**src/rtl/keypad_scanner_if.sv**
```systemverilog
// Keypad scanner bundle: matrix lines plus the decoded key outputs.
//   row_in        : matrix row lines, active-low, asynchronous to clk
//   col_out       : column drive, active-low, one-cold
//   keypad_input  : note code of the accepted key (1..8, 0 for function keys)
//   keypad_enable : high while an accepted key is held
//   key_index     : raw key number row*4+col of the last accepted key
//   key_press     : one-cycle pulse on press acceptance
//   key_release   : one-cycle pulse on release acceptance
//   multi_key     : one-cycle pulse when several rows are low in one column
// master = scanner side, slave = matrix / consumer side.
interface keypad_scanner_if;
  logic [3:0] row_in;
  logic [3:0] col_out;
  logic [3:0] keypad_input;
  logic       keypad_enable;
  logic [3:0] key_index;
  logic       key_press;
  logic       key_release;
  logic       multi_key;

  modport master (
    input  row_in,
    output col_out, keypad_input, keypad_enable, key_index,
           key_press, key_release, multi_key
  );

  modport slave (
    output row_in,
    input  col_out, keypad_input, keypad_enable, key_index,
           key_press, key_release, multi_key
  );
endinterface

```
**src/rtl/keypad_scanner.sv**
```systemverilog
// 4x4 matrix keypad scanner with press/release debouncing.
// Ports:
//   clk   : system clock, rising edge
//   reset : asynchronous, active-high, clears all state
//   kp    : keypad_scanner_if.master (row_in in; col_out and key outputs out)
// Parameters:
//   SCAN_DIV     : clocks per column dwell / sample period (>= 4)
//   DEBOUNCE_CNT : consecutive matching samples to accept press or release (>= 2)
module keypad_scanner #(
  parameter int SCAN_DIV     = 4,
  parameter int DEBOUNCE_CNT = 3
) (
  input  logic              clk,
  input  logic              reset,
  keypad_scanner_if.master  kp
);

  localparam int DIV_W = $clog2(SCAN_DIV);
  localparam int CNT_W = $clog2(DEBOUNCE_CNT);
  localparam logic [DIV_W-1:0] DIV_LAST = DIV_W'(SCAN_DIV - 1);
  // A match seen while the count already holds this value completes the run.
  localparam logic [CNT_W-1:0] CNT_LAST = CNT_W'(DEBOUNCE_CNT - 1);

  typedef enum logic [1:0] {
    SCAN,
    DEBOUNCE,
    HELD,
    REL_DEBOUNCE
  } state_t;

  function automatic logic [3:0] col_drive(input logic [1:0] c);
    col_drive = ~(4'b0001 << c);
  endfunction

  function automatic logic [3:0] note_of(input logic [3:0] idx);
    note_of = idx[3] ? 4'd0 : idx + 4'd1;
  endfunction

  state_t           state;
  logic [3:0]       row_p0;
  logic [3:0]       row_p1;
  logic [DIV_W-1:0] div;
  logic [CNT_W-1:0] cnt;
  logic [1:0]       col;
  logic [1:0]       cap_row;
  logic [3:0]       col_out;
  logic [3:0]       keypad_input;
  logic             keypad_enable;
  logic [3:0]       key_index;
  logic             key_press;
  logic             key_release;
  logic             multi_key;

  logic             sample;
  logic [2:0]       low_cnt;
  logic [1:0]       low_row;
  logic [1:0]       col_next;
  logic             single_low;
  logic             multi_low;
  logic             match;
  logic             cap_high;

  // Stage p0/p1: two-flop synchronizer for the asynchronous row lines.
  always_ff @(posedge clk or posedge reset) begin
    if (reset) begin
      row_p0 <= 4'b1111;
      row_p1 <= 4'b1111;
    end else begin
      row_p0 <= kp.row_in;
      row_p1 <= row_p0;
    end
  end

  always_ff @(posedge clk or posedge reset) begin
    if (reset) begin
      div <= '0;
    end else if (div == DIV_LAST) begin
      div <= '0;
    end else begin
      div <= div + DIV_W'(1);
    end
  end

  assign sample = (div == DIV_LAST);

  // Count the low rows and find the lowest-numbered one.
  always_comb begin
    low_cnt = 3'd0;
    low_row = 2'd0;
    for (int i = 3; i >= 0; i--) begin
      if (!row_p1[i]) begin
        low_cnt = low_cnt + 3'd1;
        low_row = i[1:0];
      end
    end
  end

  assign col_next   = col + 2'd1;
  assign single_low = (low_cnt == 3'd1);
  assign multi_low  = (low_cnt >= 3'd2);
  assign match      = single_low && (low_row == cap_row);
  assign cap_high   = row_p1[cap_row];

  always_ff @(posedge clk or posedge reset) begin
    if (reset) begin
      state         <= SCAN;
      cnt           <= '0;
      col           <= 2'd0;
      cap_row       <= 2'd0;
      col_out       <= 4'b1110;
      keypad_input  <= 4'd0;
      keypad_enable <= 1'b0;
      key_index     <= 4'd0;
      key_press     <= 1'b0;
      key_release   <= 1'b0;
      multi_key     <= 1'b0;
    end else begin
      key_press   <= 1'b0;
      key_release <= 1'b0;
      multi_key   <= 1'b0;
      if (sample) begin
        unique case (state)
          SCAN: begin
            if (single_low) begin
              // Freeze the column on the key and start counting matches.
              cap_row <= low_row;
              cnt     <= CNT_W'(1);
              state   <= DEBOUNCE;
            end else begin
              if (multi_low) begin
                multi_key <= 1'b1;
                cnt       <= '0;
              end
              col     <= col_next;
              col_out <= col_drive(col_next);
            end
          end
          DEBOUNCE: begin
            if (multi_low) begin
              multi_key <= 1'b1;
              cnt       <= '0;
              state     <= SCAN;
              col       <= col_next;
              col_out   <= col_drive(col_next);
            end else if (match) begin
              if (cnt == CNT_LAST) begin
                state         <= HELD;
                cnt           <= '0;
                keypad_enable <= 1'b1;
                key_press     <= 1'b1;
                key_index     <= {cap_row, col};
                keypad_input  <= note_of({cap_row, col});
              end else begin
                cnt <= cnt + CNT_W'(1);
              end
            end else begin
              // Bounce or early release: resume scanning from this column.
              cnt   <= '0;
              state <= SCAN;
            end
          end
          HELD: begin
            // Only the captured row matters; other rows are ignored here.
            if (cap_high) begin
              cnt   <= CNT_W'(1);
              state <= REL_DEBOUNCE;
            end
          end
          REL_DEBOUNCE: begin
            if (cap_high) begin
              if (cnt == CNT_LAST) begin
                state         <= SCAN;
                cnt           <= '0;
                keypad_enable <= 1'b0;
                key_release   <= 1'b1;
                col           <= col_next;
                col_out       <= col_drive(col_next);
              end else begin
                cnt <= cnt + CNT_W'(1);
              end
            end else begin
              cnt   <= '0;
              state <= HELD;
            end
          end
          default: begin
            state <= SCAN;
            cnt   <= '0;
          end
        endcase
      end
    end
  end

  assign kp.col_out       = col_out;
  assign kp.keypad_input  = keypad_input;
  assign kp.keypad_enable = keypad_enable;
  assign kp.key_index     = key_index;
  assign kp.key_press     = key_press;
  assign kp.key_release   = key_release;
  assign kp.multi_key     = multi_key;

endmodule

```
**src/flat_wrapper.sv**
```systemverilog
// flat-port wrapper written by rule: the top's interface ports become plain ports
module keypad_scanner_flat 
#(
  parameter int SCAN_DIV     = 4,
  parameter int DEBOUNCE_CNT = 3
)
  (clk, reset, kp_row_in, kp_col_out, kp_keypad_input, kp_keypad_enable, kp_key_index, kp_key_press, kp_key_release, kp_multi_key);
  keypad_scanner_if kp_i ();
  input  logic clk;
  input  logic reset;
  input wire logic [$bits(kp_i.row_in)-1:0] kp_row_in;
  output wire logic [$bits(kp_i.col_out)-1:0] kp_col_out;
  output wire logic [$bits(kp_i.keypad_input)-1:0] kp_keypad_input;
  output wire logic [$bits(kp_i.keypad_enable)-1:0] kp_keypad_enable;
  output wire logic [$bits(kp_i.key_index)-1:0] kp_key_index;
  output wire logic [$bits(kp_i.key_press)-1:0] kp_key_press;
  output wire logic [$bits(kp_i.key_release)-1:0] kp_key_release;
  output wire logic [$bits(kp_i.multi_key)-1:0] kp_multi_key;
  assign kp_i.row_in = kp_row_in;
  assign kp_col_out = kp_i.col_out;
  assign kp_keypad_input = kp_i.keypad_input;
  assign kp_keypad_enable = kp_i.keypad_enable;
  assign kp_key_index = kp_i.key_index;
  assign kp_key_press = kp_i.key_press;
  assign kp_key_release = kp_i.key_release;
  assign kp_multi_key = kp_i.multi_key;
  keypad_scanner #(.SCAN_DIV(SCAN_DIV), .DEBOUNCE_CNT(DEBOUNCE_CNT)) u_core (.clk(clk), .reset(reset), .kp(kp_i));
endmodule
```
**config.mk**
```make
export PLATFORM = sky130hd
export DESIGN_NAME = keypad_scanner_flat
export DESIGN_NICKNAME = d
export VERILOG_FILES = /design/src/rtl/keypad_scanner_if.sv /design/src/rtl/keypad_scanner.sv /design/src/flat_wrapper.sv
export SDC_FILE = /design/constraint.sdc
export NUM_CORES = 1
export LEC_CHECK = 0
export BUFFER_PORTS_ARGS = -buffer_cell sky130_fd_sc_hd__buf_2
export CAP_MARGIN = 5
export CORE_UTILIZATION = 55
export DETAILED_ROUTE_END_ITERATION = 10
export PLACE_DENSITY = 0.76
export SYNTH_ARGS = -nofsm -noshare
export SYNTH_HDL_FRONTEND = slang
export SYNTH_SLANG_ARGS = --single-unit
```
**constraint.sdc**
```tcl
create_clock -name clk -period 7.2 [get_ports clk]
set_input_delay 0.36 -clock clk [delete_from_list [all_inputs] [get_ports clk]]
set_output_delay 0.36 -clock clk [all_outputs]
set_load 0.01 [all_outputs]
```
; ---- Yosys cells after proc, flatten, opt, wreduce, memory -nomap -nowiden
; Index checks and enable logic that the tools add are counted.
[op_classes]
add_sub_neg = 7
n_mul = 0
div_mod_pow = 0
order_cmp = 2
eq_ne = 19
shifts = 1
n_mux = 56
bitwise = 2
n_reduce_logical = 10
[ops]
columns = op, n
row1 = 2-to-1 mux 2 bit, 23
row2 = 2-to-1 mux 4 bit, 5
row3 = 2-to-1 mux 1 bit, 18
row4 = one-hot mux 2 bit (4 select lines), 2
row5 = inequality test 2 x 1 -> 1 bit (second input constant), 7
row6 = one-hot mux 4 bit (3 select lines), 1
row7 = AND reduction 5 bit, 2
row8 = 2-to-1 mux 3 bit, 3
row9 = == test 2 bit (second input constant), 4
row10 = AND reduction 7 bit, 1
row11 = adder 2 x 1 -> 2 bit (second input constant), 3
row12 = adder 3 x 1 -> 3 bit (second input constant), 2
row13 = one-hot mux 2 bit (3 select lines), 1
row14 = AND reduction 3 bit, 2
row15 = AND reduction 6 bit, 1
row16 = adder 4 x 1 -> 4 bit (second input constant), 1
row17 = inequality test 2 bit (second input constant), 2
row18 = inequality test 4 x 3 -> 1 bit (second input constant), 1
row19 = inverter 4 bit, 1
row20 = one-hot mux 1 bit (2 select lines), 2
row21 = left shift 1 x 2 -> 4 bit (first input constant), 1
row22 = == test 3 x 1 -> 1 bit (second input constant), 1
row23 = greater-or-equal comparator 3 x 2 -> 1 bit (second input constant), 1
row24 = < comparator 2 x 3 -> 1 bit (second input constant), 1
row25 = other kinds (11), 11
[totals]
register_bits = 34
latch_bits = 0
mem_bits_rw = 0
mem_bits_ro = 0
output_inout_bits = 16
word_cells = 111
mem_count = 0

; ---- Logic depth before layout (Yosys ltp)
[logic_depth]
ltp_word = 13
mapped_depth = 10
depth_no_buf = 8

; ---- Least setup slack after synthesis
; Ideal clock, no wire load.
[synth_path]
path_kind = register to register
from = reg u_core.row_p1[2]
to = reg u_core.key_index[0], in the netlist u_core.kp.key_index[0]
setup_ns = 0.125
t_arrival_ns = 2.620
t_required_ns = 7.075
path_slack_ns = 4.455
path_stages_with_launch = 11
path_buffers = 2
period_less_slack_ns = 2.745
path_cell_list = dfstp_2 > inv_1 > ha_1 > buf_6 > o211ai_2 > o31ai_1 > a311oi_2 > nand3_2 > nor4b_2 > buf_6 > mux2_4
[synth_via]
elab_chain_cells = 8
word_cells_on_any_way = 14
classes_between = add/sub: 2 / order compare: 1 / eq/ne: 2 / mux: 6 / bitwise: 1 / reduce/logical: 2
[synth_lines]
columns = item, line
row1 = from (decl), keypad_scanner.sv:41  ; logic [3:0] row_p1;
row2 = from (signal assigned), keypad_scanner.sv:70  ; row_p1 <= row_p0;
row3 = 2-to-1 mux 3 bit, keypad_scanner.sv:91  ; if (!row_p1[i]) begin
row4 = adder 3 x 1 -> 3 bit, keypad_scanner.sv:92  ; low_cnt = low_cnt + 3'd1;
row5 = 2-to-1 mux 3 bit, keypad_scanner.sv:91
row6 = adder 3 x 1 -> 3 bit, keypad_scanner.sv:92
row7 = 2-to-1 mux 3 bit, keypad_scanner.sv:91
row8 = greater-or-equal comparator 3 x 2 -> 1 bit or == test 3 x 1 -> 1 bit (tied branches), "keypad_scanner.sv:100, keypad_scanner.sv:99"
row9 = inverter 1 bit (no line) or logical AND 1 bit (tied branches), --
row10 = AND reduction 5 bit (no line) *, --
row11 = to (signal assigned), keypad_scanner.sv:151  ; key_index <= {cap_row, col};
row12 = to (decl), keypad_scanner.sv:49  ; logic [3:0] key_index;
; Mark *: on every way between the ends. The rest lies on a longest branch, timed or not.
; A chain may end at the register's enable or synchronous reset.

; ---- Worst setup path after layout
[layout_path]
from = reg u_core.row_p1[2]
to = reg u_core.key_index[3], in the netlist u_core.kp.key_index[3]
; The elaborated chain is that of the path after synthesis.

==> summary.txt <==
Switch Pwr: 0.1520 mW
Fin crit period: 2.987 ns
Rel. slew slack: 65.83%
Switching Share: 32.29%
DRT Wirelength: 3049 µm
Final Cycle Share: 41.48%
R2r setup slk: 4.21 ns
Post-CTS Resized: 0
Worst R2R End: u_core.kp.key_index[3]$_DFFE_PP0P_
Largest net degree at the start of global routing: 35
Cell area after placement: 1869 µm²
R2r worst-path depth: 9
Status: finished, final reports clean
Gate Count Post-Synth: 149
Post-DP HPWL: 2151 µm
Library cells used by synthesis: 40
Vias in the first global route: 1225
Synth-to-layout area growth: 10.36%
Nets: 186
Commonest non-fill, non-tap cells in the layout: 23 x dfrtp_1, 21 x buf_2, 15 x inv_1, 11 x dfstp_2, 10 x ha_1
Fin area: 1933 µm²
Max Slew Vio Count: 0
Startpoint Class: flip-flop
Post-Syn Area: 1752 µm²
Routed length per instance: 14.18 µm
Pleak: 0.9807 nW
Initial Util: 57.85%
Initial antenna violation count: 0
Vias per cell: 5.540
YS warnings: 0
Hold_buf cts: 0
GRT Overall Usage: 21.23%
CTS Buf Count: 5
Site Rows: 20
Final Hold Vio Count: 0
TritonCTS clock tree: built
Mapped Nets: 165
# diodes: 0
I/O pins: 22
RSZ-0062 raised after global routing: false
DR DRC count: 0
Tightest Pin Transition: 0.5087 ns
Power Total: 0.4707 mW
# fillers: 234
Height of the die: 58.44 µm
Power per cell area: 243.5 nW/µm²
CTS Buffer Depth: 2
Clk pwr share: 23.7%
Post-CTS setup buffer count: 0
Clk_skew: 0.01488 ns
Crit. Startpoint: u_core.row_p1[2]$_DFF_PP1_
Root Driver: clkbuf_4
CP required: 7.43 ns
Core Area: 3028 µm²
Number of synthesized register bits: 34
Overflow after GRT: 0
CTS sink count: 34
Global-route wire length before repair: 5264 µm
Port buffer count: 21
Die ar.: 3415 µm²
Placed cell count: 207
Worst VDD drop: 0.0002127 V
Arrival @ worst endpoint: 3.22 ns
Avg Inst Size Synth: 11.76 µm²
Endpoints failing setup: 0
Hold WS: 0.08145 ns
H-Tree Depth: 2
Max-cap violations: 0
TritonRoute pass-1 iters: 4
Skew-Pair Late Insertion Delay: 0.34 ns
Via count: 1191
Worst Path Max Fanout: 11
Flop pwr share: 53.2%
Fmax: 0.3348 GHz
Antenna Violating Nets Remaining: 0
Post-synth EDFFs: 0
Initial DRC count: 37
Critical path endpoint: u_core.kp.key_index[3]$_DFFE_PP0P_
Placer Congestion: 0.8556
Async SR Flop Fraction: 100.0%
Seq/Total Area, Yosys: 49.36%
Fin Setup TNS: 0 ns
Reg-to-Reg Start: u_core.row_p1[2]$_DFF_PP1_
Commonest non-fill, non-tap cell in the layout: dfrtp_1
Internal Power: 0.3187 mW
WS Path Type: flip-flop to flip-flop
Gate power share: 23.1%
Post-route insts no fill: 215
Top FF cell, synth: dfrtp_1
Worst-path clk slew: 0.11 ns
Share of cells above drive strength 1: 35.09%
Min-Delay Path Class: primary input to asynchronous set/reset pin
Kind of end point of the critical path: flip-flop
Die Width: 58.44 µm
==> routing by layer <==
layer  vias to the layer above  share of wire, %  wire, µm  GRT usage, %
met5                         -                 0         0             0
met3                         8               6.2       190         6.154
met1                       577                43      1326         25.55
met4                         0               2.3        71         12.24
met2                        50                48      1462         34.15
li1                        556                 -         -             -
==> critical path, cell delays in order, from the launching register on <==
cell and delay [ns]:
dfstp_2 0.58, inv_1 0.07, ha_1 0.41, o211ai_2 0.20, o31ai_1 0.11, a311oi_2 0.46
nand3_2 0.20, nor4b_2 0.24, buf_4 0.26, mux2_2 0.35
==> power groups by stage <==
| stage | combinational (mW) | sequential, mW | clock, mW |
|---|---|---|---|
| 2_1_floorplan | 0.0904 | 0.243 | 0 |
| 3_3_place_gp | 0.103 | 0.252 | 0 |
| 3_5_place_dp | 0.109 | 0.254 | 0 |
| 4_1_cts | 0.109 | 0.250 | 0.116 |
| 5_1_grt | 0.123 | 0.256 | 0.124 |
| 6_report | 0.109 | 0.250 | 0.112 |
==> cell type report <==
class | count | area (µm²) | area share, %
clock inverter | 2 | 12.51 | 0.6473
multi-input combinational | 91 | 773.2 | 40.00
sequential | 34 | 864.6 | 44.73
timing repair buffer | 23 | 120.1 | 6.214
inverter | 15 | 56.30 | 2.913
clock buffer | 6 | 51.30 | 2.654
tap | 44 | 55.05 | 2.848
==> metrics by stage <==
stage                     worst slack, ns  util (%)
after floorplan                     4.455         -
after global placement              4.367     61.74
after detailed placement            4.263     61.74
after CTS                           4.239     63.84
after global routing                4.074     63.84
final                               4.213     63.84
==> state kept, by name, indices dropped and copies added (netlist names) <==
signal                   flops
u_core.row_p1                4
u_core.cap_row               2
u_core.row_p0                4
u_core.kp.col_out            4
u_core.div                   2
u_core.kp.multi_key          1
u_core.col                   2
u_core.cnt                   2
u_core.kp.keypad_input       4
u_core.kp.key_release        1
u_core.kp.keypad_enable      1
u_core.kp.key_press          1
u_core.state                 2
u_core.kp.key_index          4
==> cells in the mapped netlist, types with 2 or more instances <==
library cell  count  area, µm²
dfrtp_1          23      575.6
inv_1            15      56.30
dfstp_2          11      289.0
ha_1             10      125.1
nand2_1           9      33.78
nor2_1            9      33.78
mux2_4            8      120.1
a21oi_1           5      25.02
clkbuf_1          5      18.77
mux2i_1           5      50.05
a31oi_1           3      18.77
buf_6             3      33.78
mux2_2            3      33.78
nand3b_1          3      22.52
nand4_1           3      18.77
o21bai_1          3      22.52
a211oi_1          2      15.01
a311oi_1          2      17.52
nor2b_1           2      12.51
nor4_1            2      12.51
o211ai_2          2      25.02
o21a_1            2      15.01
xnor2_1           2      17.52
==> how the worst min path moves through the flow <==
stage	startpoint	endpoint	slack, ns	depth (start not counted)
6_report	reset	u_core.kp.keypad_input[2]$_DFFE_PP0P_	0.08	3
2_1_floorplan	u_core.row_p0[0]$_DFF_PP1_	u_core.row_p1[0]$_DFF_PP1_	0.35	0
5_1_grt	kp_row_in[1]	u_core.row_p0[1]$_DFF_PP1_	0.1	1
3_5_place_dp	u_core.row_p0[0]$_DFF_PP1_	u_core.row_p1[0]$_DFF_PP1_	0.35	0
3_3_place_gp	u_core.row_p0[1]$_DFF_PP1_	u_core.row_p1[1]$_DFF_PP1_	0.35	0
4_1_cts	reset	u_core.kp.keypad_input[2]$_DFFE_PP0P_	0.09	3
==> cells by family after synthesis <==
kind of cell	after synthesis	share of synthesized area, %
AND/OR/NAND/NOR	35	11.21
flip-flops	34	49.36
AO/OA/AOI/OAI	26	11.36
buffers and inverters	24	6.499
multiplexers	17	12.93
adder cells (fa/ha/maj)	10	7.143
XOR/XNOR	3	1.500
Power figures use the tool's default switching activity.
